--- src/rtl/imem_boot_loader_if.sv ---
// Byte stream from the loader link plus the instruction-memory byte write port.
// The boot loader drives the master side; the link and memory sit on the slave side.
interface imem_boot_loader_if #(
  parameter int ADDR_WIDTH = 10
);
  logic [7:0]            rx_data;
  logic                  rx_valid;
  logic                  rx_ready;
  logic                  imem_we;
  logic [ADDR_WIDTH-1:0] imem_addr;
  logic [7:0]            imem_wdata;

  modport master (
    input  rx_data, rx_valid,
    output rx_ready, imem_we, imem_addr, imem_wdata
  );

  modport slave (
    output rx_data, rx_valid,
    input  rx_ready, imem_we, imem_addr, imem_wdata
  );
endinterface

--- src/rtl/imem_boot_loader.sv ---
// Boot sequencer: receives a length-prefixed, XOR-checksummed image over a byte stream,
// writes it into instruction memory and releases the core only after a good checksum.
module imem_boot_loader #(
  parameter int ADDR_WIDTH = 10,
  parameter int MEM_BYTES  = 1024
) (
  input  logic                clk,
  input  logic                rst,
  input  logic                start,
  imem_boot_loader_if.master  bus,
  output logic                core_run,
  output logic                busy,
  output logic                done,
  output logic                err,
  output logic [15:0]         words_loaded
);

  typedef enum logic [2:0] {
    S_IDLE   = 3'd0,
    S_LEN_LO = 3'd1,
    S_LEN_HI = 3'd2,
    S_DATA   = 3'd3,
    S_CSUM   = 3'd4,
    S_RUN    = 3'd5,
    S_ERR    = 3'd6
  } state_t;

  localparam logic [17:0] MEM_LIMIT = 18'(MEM_BYTES);

  function automatic logic [7:0] csum_fold(input logic [7:0] acc, input logic [7:0] data);
    return acc ^ data;
  endfunction

  state_t                state_r;
  logic [15:0]           len_r;
  logic [17:0]           byte_cnt_r;
  logic [7:0]            csum_r;
  logic [15:0]           words_r;
  logic                  rx_ready_r;
  logic                  we_r;
  logic [ADDR_WIDTH-1:0] addr_r;
  logic [7:0]            wdata_r;
  logic                  busy_r;
  logic                  done_r;
  logic                  err_r;
  logic                  run_r;

  logic                  accept_s;
  logic [15:0]           len_full_s;
  logic [17:0]           len_bytes_s;
  logic [17:0]           last_idx_s;

  assign accept_s    = bus.rx_valid & rx_ready_r;
  assign len_full_s  = {bus.rx_data, len_r[7:0]};
  // 18 bits so that even L=0xFFFF cannot alias below the memory size
  assign len_bytes_s = {len_full_s, 2'b00};
  assign last_idx_s  = {len_r, 2'b00} - 18'd1;

  // Load sequencer with all outputs held in registers.
  always_ff @(posedge clk or negedge rst) begin
    if (!rst) begin
      state_r    <= S_IDLE;
      len_r      <= 16'd0;
      byte_cnt_r <= 18'd0;
      csum_r     <= 8'd0;
      words_r    <= 16'd0;
      rx_ready_r <= 1'b0;
      we_r       <= 1'b0;
      addr_r     <= '0;
      wdata_r    <= 8'd0;
      busy_r     <= 1'b0;
      done_r     <= 1'b0;
      err_r      <= 1'b0;
      run_r      <= 1'b0;
    end else begin
      we_r <= 1'b0;
      case (state_r)
        S_IDLE, S_RUN, S_ERR: begin
          if (start) begin
            state_r    <= S_LEN_LO;
            len_r      <= 16'd0;
            byte_cnt_r <= 18'd0;
            csum_r     <= 8'd0;
            words_r    <= 16'd0;
            rx_ready_r <= 1'b1;
            busy_r     <= 1'b1;
            done_r     <= 1'b0;
            err_r      <= 1'b0;
            run_r      <= 1'b0;
          end
        end
        S_LEN_LO: begin
          if (accept_s) begin
            len_r[7:0] <= bus.rx_data;
            state_r    <= S_LEN_HI;
          end
        end
        S_LEN_HI: begin
          if (accept_s) begin
            len_r[15:8] <= bus.rx_data;
            if (len_bytes_s > MEM_LIMIT) begin
              state_r    <= S_ERR;
              rx_ready_r <= 1'b0;
              busy_r     <= 1'b0;
              err_r      <= 1'b1;
            end else if (len_full_s == 16'd0) begin
              state_r <= S_CSUM;
            end else begin
              state_r <= S_DATA;
            end
          end
        end
        S_DATA: begin
          if (accept_s) begin
            we_r       <= 1'b1;
            addr_r     <= byte_cnt_r[ADDR_WIDTH-1:0];
            wdata_r    <= bus.rx_data;
            csum_r     <= csum_fold(csum_r, bus.rx_data);
            byte_cnt_r <= byte_cnt_r + 18'd1;
            if (byte_cnt_r[1:0] == 2'd3) begin
              words_r <= words_r + 16'd1;
            end
            if (byte_cnt_r == last_idx_s) begin
              state_r <= S_CSUM;
            end
          end
        end
        S_CSUM: begin
          if (accept_s) begin
            rx_ready_r <= 1'b0;
            busy_r     <= 1'b0;
            if (bus.rx_data == csum_r) begin
              state_r <= S_RUN;
              run_r   <= 1'b1;
              done_r  <= 1'b1;
            end else begin
              state_r <= S_ERR;
              err_r   <= 1'b1;
            end
          end
        end
        default: begin
          state_r    <= S_IDLE;
          rx_ready_r <= 1'b0;
          busy_r     <= 1'b0;
          done_r     <= 1'b0;
          err_r      <= 1'b0;
          run_r      <= 1'b0;
        end
      endcase
    end
  end

  assign bus.rx_ready   = rx_ready_r;
  assign bus.imem_we    = we_r;
  assign bus.imem_addr  = addr_r;
  assign bus.imem_wdata = wdata_r;
  assign core_run       = run_r;
  assign busy           = busy_r;
  assign done           = done_r;
  assign err            = err_r;
  assign words_loaded   = words_r;

endmodule

--- src/flat_wrapper.sv ---
// flat-port wrapper written by rule: the top's interface ports become plain ports
module imem_boot_loader_flat 
#(
  parameter int ADDR_WIDTH = 10,
  parameter int MEM_BYTES  = 1024
)
  (clk, rst, start, core_run, busy, done, err, words_loaded, bus_rx_data, bus_rx_valid, bus_rx_ready, bus_imem_we, bus_imem_addr, bus_imem_wdata);
  imem_boot_loader_if #(.ADDR_WIDTH(ADDR_WIDTH)) bus_i ();
  input  logic clk;
  input  logic rst;
  input  logic start;
  output logic core_run;
  output logic busy;
  output logic done;
  output logic err;
  output logic [15:0] words_loaded;
  input wire logic [$bits(bus_i.rx_data)-1:0] bus_rx_data;
  input wire logic [$bits(bus_i.rx_valid)-1:0] bus_rx_valid;
  output wire logic [$bits(bus_i.rx_ready)-1:0] bus_rx_ready;
  output wire logic [$bits(bus_i.imem_we)-1:0] bus_imem_we;
  output wire logic [$bits(bus_i.imem_addr)-1:0] bus_imem_addr;
  output wire logic [$bits(bus_i.imem_wdata)-1:0] bus_imem_wdata;
  assign bus_i.rx_data = bus_rx_data;
  assign bus_i.rx_valid = bus_rx_valid;
  assign bus_rx_ready = bus_i.rx_ready;
  assign bus_imem_we = bus_i.imem_we;
  assign bus_imem_addr = bus_i.imem_addr;
  assign bus_imem_wdata = bus_i.imem_wdata;
  imem_boot_loader #(.ADDR_WIDTH(ADDR_WIDTH), .MEM_BYTES(MEM_BYTES)) u_core (.clk(clk), .rst(rst), .start(start), .bus(bus_i), .core_run(core_run), .busy(busy), .done(done), .err(err), .words_loaded(words_loaded));
endmodule
--- config.mk ---
export PLATFORM = sky130hd
export DESIGN_NAME = imem_boot_loader_flat
export DESIGN_NICKNAME = d
export VERILOG_FILES = /design/src/rtl/imem_boot_loader_if.sv /design/src/rtl/imem_boot_loader.sv /design/src/flat_wrapper.sv
export SDC_FILE = /design/constraint.sdc
export NUM_CORES = 1
export LEC_CHECK = 0
export ABC_AREA = 1
export CELL_PAD_IN_SITES_DETAIL_PLACEMENT = 0
export CELL_PAD_IN_SITES_GLOBAL_PLACEMENT = 1
export CORE_MARGIN = 2
export CORE_UTILIZATION = 42
export DETAILED_ROUTE_END_ITERATION = 8
export PLACE_DENSITY = 0.8
export SYNTH_ARGS = -nofsm -noshare
export SYNTH_HDL_FRONTEND = slang
export SYNTH_SLANG_ARGS = --single-unit
--- constraint.sdc ---
create_clock -name clk -period 2.1 [get_ports clk]
set_clock_uncertainty 0.05 [all_clocks]
set_input_delay 0.315 -clock clk [delete_from_list [all_inputs] [get_ports clk]]
set_output_delay 0.315 -clock clk [all_outputs]
set_load 0.05 [all_outputs]
Word level (Yosys, flattened, before mapping)

Cells that the tools add are included.

Bits in registers: 83
Bits in latches: 0
Bits in writable memories: 0
Memory bits (read-only): 0
Output and inout port bits: 40
Memories: 0

Add/subtract/negate cells: 3
$mul: 0
Divide/modulo/power cells: 0
$lt $le $gt $ge: 1
Equal/unequal tests: 19
Shift operators: 0
Multiplexer cells: 39
Bitwise gates (word level): 4
Reduce and logical (&&, ||, !) cells: 17

Operator list:

| kind                                                                    | count |
|---|---|
| 16-bit two-way mux                                                      | 3 |
| 8-bit case mux with 2 select lines                                      | 3 |
| 18-bit two-way mux                                                      | 2 |
| 18-bit case mux with 2 select lines                                     | 1 |
| 16-bit case mux with 2 select lines                                     | 1 |
| 3-bit two-way mux                                                       | 8 |
| 8-bit two-way mux                                                       | 3 |
| 18-bit by 1-bit adder with 18-bit output, second input constant         | 1 |
| 18-bit equality test                                                    | 1 |
| 18-bit by 11-bit > comparator with 1-bit output, second input constant  | 1 |
| 18-bit by 1-bit subtractor with 18-bit output, second input constant    | 1 |
| 16-bit by 1-bit adder with 16-bit output, second input constant         | 1 |
| 16-bit zero test                                                        | 1 |
| 2-bit by 1-bit inequality test with 1-bit output, second input constant | 8 |
| 3-bit case mux with 5 select lines                                      | 1 |
| 1-bit two-way mux                                                       | 13 |
| 6-bit AND reduction                                                     | 2 |
| 3-bit equality test, second input constant                              | 3 |
| 3-bit AND reduction                                                     | 3 |
| 8-bit equality test                                                     | 1 |
| 1-bit case mux with 4 select lines                                      | 2 |
| 4-bit AND reduction                                                     | 2 |
| 8-bit XOR                                                               | 1 |
| 3-bit by 2-bit equality test with 1-bit output, second input constant   | 2 |
| 13 further kinds                                                        | 18 |

Longest topological paths before layout

Word-level depth: 5
Mapped depth: 16
Mapped depth without buffers: 16

Least setup slack after synthesis

OpenSTA, ideal clock, no wires.

Kind: flip-flop to flip-flop
From: reg u_core.rx_ready_r, in the netlist u_core.bus.rx_ready
To: reg u_core.words_r[14], in the netlist u_core.words_loaded[14]
Arrival: 1864 ps
Required time: 1921 ps
Slack: 56 ps
Stages on the path, launching flop included: 10
Path buffers: 0
Cells stage by stage: dfrtp_1 > nand2_1 > nor2_8 > nand2_4 > nand2_8 > nand3_4 > nor2_4 > inv_1 > o21ai_2 > a22oi_1

Cells in the longest elaborated chain, start to end: 3

Ends and longest elaborated chain:

| what                                                              | RTL line                | text |
|---|---|---|
| start, declared                                                   | imem_boot_loader.sv:39  | `logic rx_ready_r;` |
| start signal, assigned                                            | imem_boot_loader.sv:67  | `rx_ready_r <= 1'b0;` |
| start signal, assigned                                            | imem_boot_loader.sv:85  | `rx_ready_r <= 1'b1;` |
| start signal, assigned                                            | imem_boot_loader.sv:103 | `rx_ready_r <= 1'b0;` |
| 1-bit AND                                                         | imem_boot_loader.sv:53  | `assign accept_s = bus.rx_valid & rx_ready_r;` |
| 2-bit by 1-bit inequality test with 1-bit output (no source line) | --                      |  |
| 4-bit AND reduction (no source line)                              | --                      |  |
| end signal, assigned                                              | imem_boot_loader.sv:121 | `words_r <= words_r + 16'd1;` |
| end, declared                                                     | imem_boot_loader.sv:38  | `logic [15:0] words_r;` |

No other way between the ends.
A chain may end at the register's enable or synchronous reset.

Worst setup path in the final report

From: reg u_core.words_r[7], in the netlist u_core.words_loaded[7]
To: out words_loaded[7]

RTL lines:

| what          | RTL line           | text |
|---|---|---|
| end, declared | flat_wrapper.sv:16 | `output logic [15:0] words_loaded;` |

No word-level cell between the ends.

==> impl_metrics.csv <==
group,metric,value,unit
global_routing,grt-ovfl-total,0,
yosys,synth_cells,596,
drt,drc_errors,0,
critical_path,start_kind,"register",
placement,gp_congestion,0.882,
yosys,synth.area.top_cells,"dfrtp_1, nand2_1, o21ai_0",
die,die_area,12100,µm²
placement,post-place-ws,-0.0316,ns
critical_path,slowest_delay,0.85,ns
global_routing,grt_pass1_vias,3973,
critical_path,cp_max_fo,6,
pwr,p_total,8.02,mW
die,core_area,10900,µm²
hold_path,hp-class,"input port to async pin",
yosys,syn_area_per_cell,7.89,µm²
yosys,synth-edff-count,0,
yosys,synth_top_area_share,0.442,
final_layout,area_growth,25.6,%
run,maxCapViolations,0,
clocking,htreeDepth,3,
drt,ant_nets,0,
sta,fin_crit_sh,0.962,
critical_path,r2r_slack,0.13,ns
die,pin_count,52,
placement,dp_cells,805,
placement,dpl.hpwl,9300,µm
final_layout,nets,694,
clocking,cts-root-buf,"clkbuf_8",
drt,wl_per_cell,14.9,µm
clocking,clock_latency,0.35,ns
critical_path,rr_worst_depth,13,
yosys,yosysWarnings,0,
critical_path,crit_path_end_kind,"output pin",
global_routing,antenna_found_initial,0,
die,initial_utilization,0.432,
yosys,yosysTopAreaCell,"dfrtp_1",
clocking,cts.clk_slew.worst_paths,0.08,ns
clocking,cts_max_path_buffers,2,
die,num_rows,38,
global_routing,grt_usage,0.217,
sta,tightest_slew,0.535,ns
yosys,yosys_register_bits,83,
yosys,netlist-cell-type-count,43,
drt,via_per_inst,5.15,
critical_path,slowest_stage,"clkdlybuf4s50_1",
drt,wl,12300,µm
clocking,cts.sinks,83,
yosys,yosysMostFrequentCell,"nand2_1",
pwr,p_per_area,1360,nW/µm²
clocking,numCtsBuffers,9,
final_layout,drive_gt1_frac,0.141,
placement,port_buffers,51,
critical_path,crit_type,"register to output pin",
sta,finalMaxSlewViolations,0,
sta,maxSlewHeadroom,0.642,
critical_path,crit_arrival,1.65,ns
drt,drt_first_iter_violations,250,
final_layout,layout.cells.non_filler,823,
clocking,tritoncts,"done",
die,die_x,110,µm
yosys,synth_area,4700,µm²
critical_path,crit_family,"buffers and inverters",
yosys,synth-main-ff-cell,"dfrtp_1",
yosys,syn-num-nets,612,
sta,min_period,2.02,ns
yosys,async_reset_ff_frac,1.00,
sta,setup_viol,0,
critical_path,required,1.74,ns
final_layout,final_util,0.543,
yosys,synth-seq-area-share,0.442,
drt,vias,4236,
critical_path,r2r_start,"u_core.len_r[1]",
critical_path,path_buf_inv,1,
pwr,ir_drop,0.855,mV
final_layout,diodes,0,
critical_path,rr_endpoint,"u_core.state_r[1]",
sta,hold_viol_final,0,
die,die_h,110,µm
yosys,synthTopCellsByCount,"nand2_1, dfrtp_1, inv_1, o21ai_0, nor2_1",
pwr,power.leakage,2.70,nW
sta,final.setup.worst_slack,0.0802,ns
sta,fin_hold_ws,0.382,ns
critical_path,crit_chain,"clkdlybuf4s50_1",
drt,drt_pass1_iterations,6,
sta,max_freq,495,MHz
status,status,"finished, final reports clean",
global_routing,grt_pass1_wl,20100,µm
global_routing,grt_max_degree,40,
sta,grt_setup_unrepaired,"yes",
## stage by stage
stage | setup TNS, ns | area (µm²)
after floorplan | 0 | 4700
after global placement | -0.0494 | 5590
after detailed placement | -0.0439 | 5590
after CTS | 0 | 5830
after global routing | -0.0577 | 5910
final | 0 | 5910
## how the worst max path moves through the flow
stage,from,endpoint,slack (ns),cells past startpoint
finish,u_core.words_loaded[7],words_loaded[7],0.08,1
global route,u_core.len_r[6],u_core.state_r[1],-0.03,12
CTS,u_core.len_r[4],u_core.state_r[1],0.004,12
detailed placement,bus_rx_data[4],u_core.err,-0.03,8
global placement,bus_rx_data[4],u_core.state_r[2],-0.04,9
floorplan,u_core.bus.rx_ready,u_core.words_loaded[14],0.06,9
## cell type report
class	instances	area [µm²]
timing repair buffer	83	792
clock inverter	4	72.6
clock buffer	12	155
multi-input combinational	427	2360
inverter	74	278
fill	1046	4980
sequential	83	2080
tap	140	175
## cell usage in the layout, fill, tap and decap left out, types with 5 or more instances in the layout
cell type / netlist / final
clkdlybuf4s50_1: 0 / 50
o31ai_1: 6 / 6
nor3_1: 13 / 13
dfrtp_1: 83 / 80
xnor2_1: 16 / 16
xor2_1: 13 / 13
nand3b_1: 6 / 6
a21oi_1: 13 / 13
nand3_1: 46 / 46
nand2_4: 5 / 6
nor2_4: 4 / 8
nand2_2: 3 / 8
nor2_2: 4 / 6
inv_2: 2 / 5
nor2_1: 52 / 46
nand2_1: 141 / 135
inv_1: 72 / 69
buf_4: 3 / 28
o21ai_0: 59 / 58
clkbuf_8: 0 / 11
nand4_1: 14 / 14
## where the power goes
| group | internal [mW] | switching (mW) | leakage [nW] | total [mW] |
|---|---|---|---|---|
| clock network | 0.734 | 0.585 | 0.113 | 1.32 |
| registers | 1.92 | 0.323 | 1.13 | 2.24 |
| logic | 1.66 | 2.80 | 1.45 | 4.46 |
## flip-flops by register name, indices dropped and copies added, names as in the netlist
signal / cells
u_core.bus.rx_ready: 1
u_core.err: 1
u_core.csum_r: 8
u_core.core_run: 1
u_core.bus.imem_addr: 10
u_core.bus.imem_we: 1
u_core.byte_cnt_r: 18
u_core.len_r: 16
u_core.bus.imem_wdata: 8
u_core.words_loaded: 16
u_core.state_r: 3
## kinds of logic (layout without fill, tap and decap cells)
logic type	Yosys count	in the layout	share of synthesized area
AOI/OAI and AO/OA	95	95	0.117
xor gates and xnor gates	29	29	0.0540
adders and majority gates	4	4	0.0106
buffers and inverters	86	173	0.0718
DFF	83	83	0.442
and+or+nand+nor	299	299	0.305
## metal layers
layer	global-route usage	up-vias	part of all wire	wire, µm
li1	-	2111	-	-
met1	0.315	2032	0.49	6030
met2	0.334	79	0.46	5640
met3	0.0373	14	0.035	425
met4	0.0579	0	0.014	167
met5	0	-	0	0
## what timing repair did
action | 4_1_cts | 5_1_grt
resized for setup | 0 | 27
buffers inserted | 0 | 1
endpoints found under the setup margin | 0 | 4
hold buffers | 1 | 0
endpoints found under the hold margin | 28 | 0
(Power assumes the default switching activity.)
